`src/rtl/sudoku_board_loader.sv`:
```
// sudoku_board_loader: feeds spaced single-cycle write strobes to the solver from a bulk board load or single digits
module sudoku_board_loader #(
  parameter int CELLS = 81,
  parameter int POS_W = 7,
  parameter int GAP = 1
) (
  input  logic               clk,
  input  logic               reset,
  input  logic               load_start,
  input  logic [CELLS*4-1:0] init_board,
  input  logic               digit_valid,
  output logic               digit_ready,
  input  logic [POS_W-1:0]   digit_pos,
  input  logic [3:0]         digit_val,
  output logic               read,
  output logic [POS_W-1:0]   block_pos,
  output logic [3:0]         data,
  output logic               busy,
  output logic               load_done,
  output logic               err
);
  typedef enum logic [1:0] {IDLE, BULK, SINGLE, GAP_WAIT} state_t;
  state_t state;
  logic [POS_W-1:0] idx;
  logic [3:0] gap_cnt;
  logic bulk;
  logic [3:0] shadow [CELLS];
  logic [POS_W-1:0] nxt;
  logic last, step;
  assign nxt = idx + 1'b1;
  assign last = idx == POS_W'(CELLS - 1);
  assign step = (state == GAP_WAIT) ? gap_cnt == 4'(GAP - 1) : GAP == 0;
  assign digit_ready = state == IDLE && !load_start;
  // Board snapshot so later init_board changes cannot disturb a running load
  always_ff @(posedge clk)
    if (state == IDLE && load_start)
      for (int i = 0; i < CELLS; i++) shadow[i] <= init_board[CELLS*4-1-4*i -: 4];
  // Loader FSM; strobe registers are loaded on the edge that enters BULK or SINGLE
  always_ff @(posedge clk or posedge reset)
    if (reset) begin
      state <= IDLE;
      idx <= '0;
      gap_cnt <= '0;
      bulk <= 1'b0;
      read <= 1'b0;
      block_pos <= '0;
      data <= '0;
      busy <= 1'b0;
      load_done <= 1'b0;
      err <= 1'b0;
    end else begin
      read <= 1'b0;
      load_done <= 1'b0;
      err <= 1'b0;
      if (state == IDLE) begin
        if (load_start) begin
          state <= BULK;
          bulk <= 1'b1;
          idx <= '0;
          read <= 1'b1;
          block_pos <= '0;
          data <= init_board[CELLS*4-1 -: 4];
          busy <= 1'b1;
        end else if (digit_valid) begin
          if (int'(digit_pos) < CELLS && digit_val <= 4'd9) begin
            state <= SINGLE;
            bulk <= 1'b0;
            read <= 1'b1;
            block_pos <= digit_pos;
            data <= digit_val;
            busy <= 1'b1;
          end else err <= 1'b1;
        end
      end else if (!step) begin
        state <= GAP_WAIT;
        gap_cnt <= (state == GAP_WAIT) ? gap_cnt + 4'd1 : 4'd0;
      end else begin
        gap_cnt <= '0;
        if (bulk && !last) begin
          state <= BULK;
          idx <= nxt;
          read <= 1'b1;
          block_pos <= nxt;
          data <= shadow[nxt];
        end else begin
          state <= IDLE;
          busy <= 1'b0;
          load_done <= bulk;
        end
      end
    end
endmodule

```
`config.mk`:
```
export PLATFORM = sky130hd
export DESIGN_NAME = sudoku_board_loader
export DESIGN_NICKNAME = d
export VERILOG_FILES = /design/src/rtl/sudoku_board_loader.sv
export SDC_FILE = /design/constraint.sdc
export NUM_CORES = 1
export LEC_CHECK = 0
export BUFFER_PORTS_ARGS = -buffer_cell sky130_fd_sc_hd__buf_2
export CAP_MARGIN = 10
export CORE_MARGIN = 2
export CORE_UTILIZATION = 45
export CTS_BUF_LIST = sky130_fd_sc_hd__clkbuf_4
export DETAILED_ROUTE_END_ITERATION = 8
export PLACE_DENSITY_LB_ADDON = 0.1
export SYNTH_ARGS = -nofsm -noshare
export SYNTH_HDL_FRONTEND = slang
export SYNTH_SLANG_ARGS = --single-unit
export TNS_END_PERCENT = 20
```
`constraint.sdc`:
```
create_clock -name clk -period 23.4 [get_ports clk]
set_input_delay 2.34 -clock clk [delete_from_list [all_inputs] [get_ports clk]]
set_output_delay 2.34 -clock clk [all_outputs]
set_load 0.05 [all_outputs]
```
; Word-level counts from Yosys, hierarchy flattened
; Memories as Yosys holds them, arrays and structs flattened.
; Cells that the tools add are included.
[totals]
out_inout_bits = 16
ram_bits = 324
mem_count = 1
ff_bits = 29
input_bits = 339
[classes]
add_sub_neg = 2
eq_ne = 6
reduce_logical = 17
mux = 47
n_lt_le_gt_ge = 2
[mem_list]
columns = name, words, width, read_ports, rd_clocked_by_memory_dff, write_ports, line
row1 = shadow, 81, 4, 1, 0, 81, 27  ; logic [3:0] shadow [CELLS];
[op_table]
columns = op, n
row1 = $mux 7, 8
row2 = $mux 4, 8
row3 = $mux 1, 26
row4 = $mux 2, 5
row5 = $reduce_and 4->1, 2
row6 = $reduce_bool 2->1, 4
row7 = $add 7x1->7 const B, 1
row8 = $eq 7x7->1 const B, 1
row9 = $lt 7x7->1 const B, 1
row10 = $reduce_and 3->1, 2
row11 = $add 4x1->4 const B, 1
row12 = $le 4x4->1 const B, 1
row13 = $logic_and 1x1->1, 4
row14 = $logic_not 4->1, 1
row15 = $ne 2x2->1 const B, 2
row16 = $ne 3x2->1 const B, 1
row17 = $ne 3x3->1 const B, 1
row18 = $eq 2x2->1 const B, 1
row19 = $logic_not 1->1, 2
row20 = $logic_not 2->1, 1
row21 = $reduce_and 2->1, 1

; Depth between registers and ports, before layout
[logic_depth]
depth_word = 6
depth_mapped = 17
depth_no_buf = 9

; Least setup slack after synthesis
; Ideal clock, no wire load.
[synth_path]
path_kind = input -> register
from = input port load_start
to = register idx[5]
slack_ns = 4.331
n_path_buf = 1
t_required_ns = 23.259
stages = 5
t_arrival_ns = 18.929
cell_sequence = clkbuf_1 > inv_1 > nor2_1 > nor2_1 > mux2_2
[synth_between]
elab_chain_len = 2
[synth_rtl]
columns = element, line
row1 = "start, declared", 9  ; input logic load_start,
row2 = $ne 2x2->1 (no source line), n/a
row3 = $reduce_and 3->1 (no source line), n/a
row4 = "end signal, assigned", 81  ; idx <= nxt;
row5 = "end, declared", 24  ; logic [POS_W-1:0] idx;
; No other way between the ends.
; A chain may end at the register's enable or synchronous reset.

; Worst setup path in the final report
[layout_path]
from = input port load_start
to = output port digit_ready
[layout_between]
elab_chain_len = 2
[layout_rtl]
columns = element, line
row1 = $logic_not 1->1, 33  ; assign digit_ready = state == IDLE && !load_start;
row2 = $logic_and 1x1->1, 33
row3 = "end, declared", 12  ; output logic digit_ready,
; No other way between the ends.

==> impl_metrics.json <==
{
  "status": "completed",
  "fin_ws_ns": 17.73,
  "p_leak_nw": 6.61,
  "drt_drc_violations_left": 0,
  "grt_pass1_wl_um": 51400,
  "yosysUniqueCellTypes": 54,
  "maxCapViolations": 0,
  "synth.avg_cell_area_sq_um": 19.3,
  "clockBufferDepth": 3,
  "clock_skew_ns": 0.0346,
  "grt_pass1_vias": 8795,
  "reg2reg_from": "idx[0]",
  "place_ws_ns": 17.72,
  "cp.arrival_ns": 3.33,
  "ir_drop_uv": 76.1,
  "holdPathEnd": "busy",
  "detail_route.wirelength_um": 34700,
  "cp-start-kind": "input port",
  "path_clk_slew_ns": 0.06,
  "setup_violations": 0,
  "p_total_mw": 2.13,
  "yosysTopAreaCell": "edfxtp_1",
  "grt_use_total_pct": 21.2,
  "fin_util_pct": 57.0,
  "dr.pass1.iters": 5,
  "gp_congestion": 0.789,
  "die_w_um": 181,
  "synth-async-reset-ratio_pct": 8.22,
  "yosys_most_used_dff": "edfxtp_1",
  "io_pins": 355,
  "slew_violations": 0,
  "ys_seq_elements": 353,
  "holdPathStages": 1,
  "rr_endpoint": "data[3]",
  "nets": 1493,
  "rsz0062_at_grt": "false",
  "vias": 8475,
  "ctsResizeCount": 0,
  "timing.fmax_mhz": 176,
  "design.die.area_sq_um": 32600,
  "r2r_slack_ns": 18.91,
  "post_drt_via_cell_ratio": 5.21,
  "cp_data_required_time_ns": 21.06,
  "fp.coreArea_sq_um": 30700,
  "synth_cells": 727,
  "globalRouteOverflowTotal": 0,
  "avgRoutedWirePerCell_um": 21.3,
  "htree_levels": 3,
  "hold_buffers": 0,
  "min-delay-start": "busy",
  "syn_nets": 1070,
  "synth-edff-count": 324,
  "antenna_found_initial": 16,
  "cts.sinks": 353,
  "numCtsBuffers": 94,
  "slew_headroom_pct": 24.1,
  "ys_warn_count": 0,
  "crit_type": "in -> out",
  "period_share_pct": 24.2,
  "layout-drive-gt1-share_pct": 50.5,
  "synth_top_area_share_pct": 69.4,
  "tns_ns": 0,
  "fp-row-count": 64,
  "die_y_um": 181,
  "ant_nets": 0,
  "yosysSeqAreaShare_pct": 74.6,
  "r2r_cells": 9,
  "port_buffers": 354,
  "initial_core_util_pct": 45.7,
  "tightest_slew_ns": 1.14,
  "synth_area_sq_um": 14000,
  "critPathCaptureType": "primary output",
  "yosys-top-cells-area": "edfxtp_1 69%, mux4_2 13%, dfrtp_1 5.2%",
  "dr.first_iter.drc_count": 510,
  "hold_viol_final": 0,
  "yosysMostFrequentCell": "edfxtp_1",
  "hold_path.class": "reg -> reg",
  "cts-root-buf": "clkbuf_4",
  "area_growth_syn_to_layout_pct": 24.8,
  "clk_latency_ns": 0.73,
  "cellPowerDensity_nw_per_um2": 122,
  "grt_max_degree": 165,
  "critical_path_peak_fanout": 10,
  "post_cts_buffers": 0,
  "hpwlAfterDp_um": 23500,
  "period_minus_slack_ns": 5.67,
  "fillCellCount": 2478,
  "synth_commonest_cells": "324 x edfxtp_1, 81 x mux4_2, 77 x nand2_1",
  "cts_tree": "done"
}
layout by cell type (no fill, tap or decap), drive strengths merged, types with 14 or more instances in the layout:
cell type | netlist | routed
mux4 | 81 | 81
diode | 0 | 14
nor2 | 25 | 25
o21ai | 15 | 15
nand2 | 77 | 77
mux2i | 15 | 15
edfxtp | 324 | 324
dfrtp | 29 | 29
clkinv | 0 | 15
nand3 | 18 | 18
buf | 27 | 363
clkbuf | 9 | 145
a21oi | 20 | 20
worst max-delay path by stage:
stage	from	to	slack, ns	depth (start not counted)
2_1_floorplan	load_start	idx[5]	4.33	5
3_3_place_gp	load_start	digit_ready	17.75	3
3_5_place_dp	load_start	digit_ready	17.72	3
4_1_cts	load_start	digit_ready	17.71	3
5_1_grt	load_start	digit_ready	17.63	3
6_report	load_start	digit_ready	17.73	3
per-layer routing:
metal  global-route usage, %  part of all wire [%]  wire length (um)
met5                       0                  0.12                41
met4                    7.94                   2.3               801
met3                    7.42                   8.4              2910
met2                    33.3                    48             16800
met1                    27.5                    41             14100
stage by stage:
stage                     cell area (sq um)  hold WS (ns)  std cells
after floorplan                       14000         0.473        727
after CTS                             17500         0.476       1614
after global placement                16200         0.460       1450
after global routing                  17500         0.514       1622
after detailed placement              16200         0.462       1450
final                                 17500         0.476       1628
layout make-up:
| cell class | instances | area [sq um] | share of cell area [%] |
|---|---|---|---|
| sequential | 353 | 10500 | 59.8 |
| multi-input combinational | 330 | 3370 | 19.3 |
| timing repair buffer | 363 | 1850 | 10.6 |
| clock buffer | 145 | 1090 | 6.22 |
| tap | 396 | 495 | 2.83 |
| clock inverter | 19 | 161 | 0.923 |
| antenna | 14 | 35.0 | 0.200 |
| inverter | 8 | 30.0 | 0.172 |
sequential cells by signal, summed over array words and instances, names as in the netlist:
| name | count |
|---|---|
| block_pos | 7 |
| bulk | 1 |
| busy | 1 |
| data | 4 |
| err | 1 |
| gap_cnt | 4 |
| idx | 7 |
| load_done | 1 |
| read | 1 |
| shadow | 324 |
| state | 2 |
where the power goes:
part	switching, mW	internal (mW)
sequential	0.0488	0.768
clock	0.246	0.313
combinational	0.435	0.317
cell families after synthesis:
group	count (synthesis)	share of synthesized area, %
fa+ha+maj	4	0.357
simple gates	145	4.57
mux	98	14.2
buf+inv	44	1.78
compound gates	76	3.85
xor+xnor	7	0.625
flops	353	74.6
critical path, cell delays in order:
cell and delay, ns:
buf_2 0.15, nor2_1 0.46, buf_2 0.37
(Power assumes the default switching activity.)
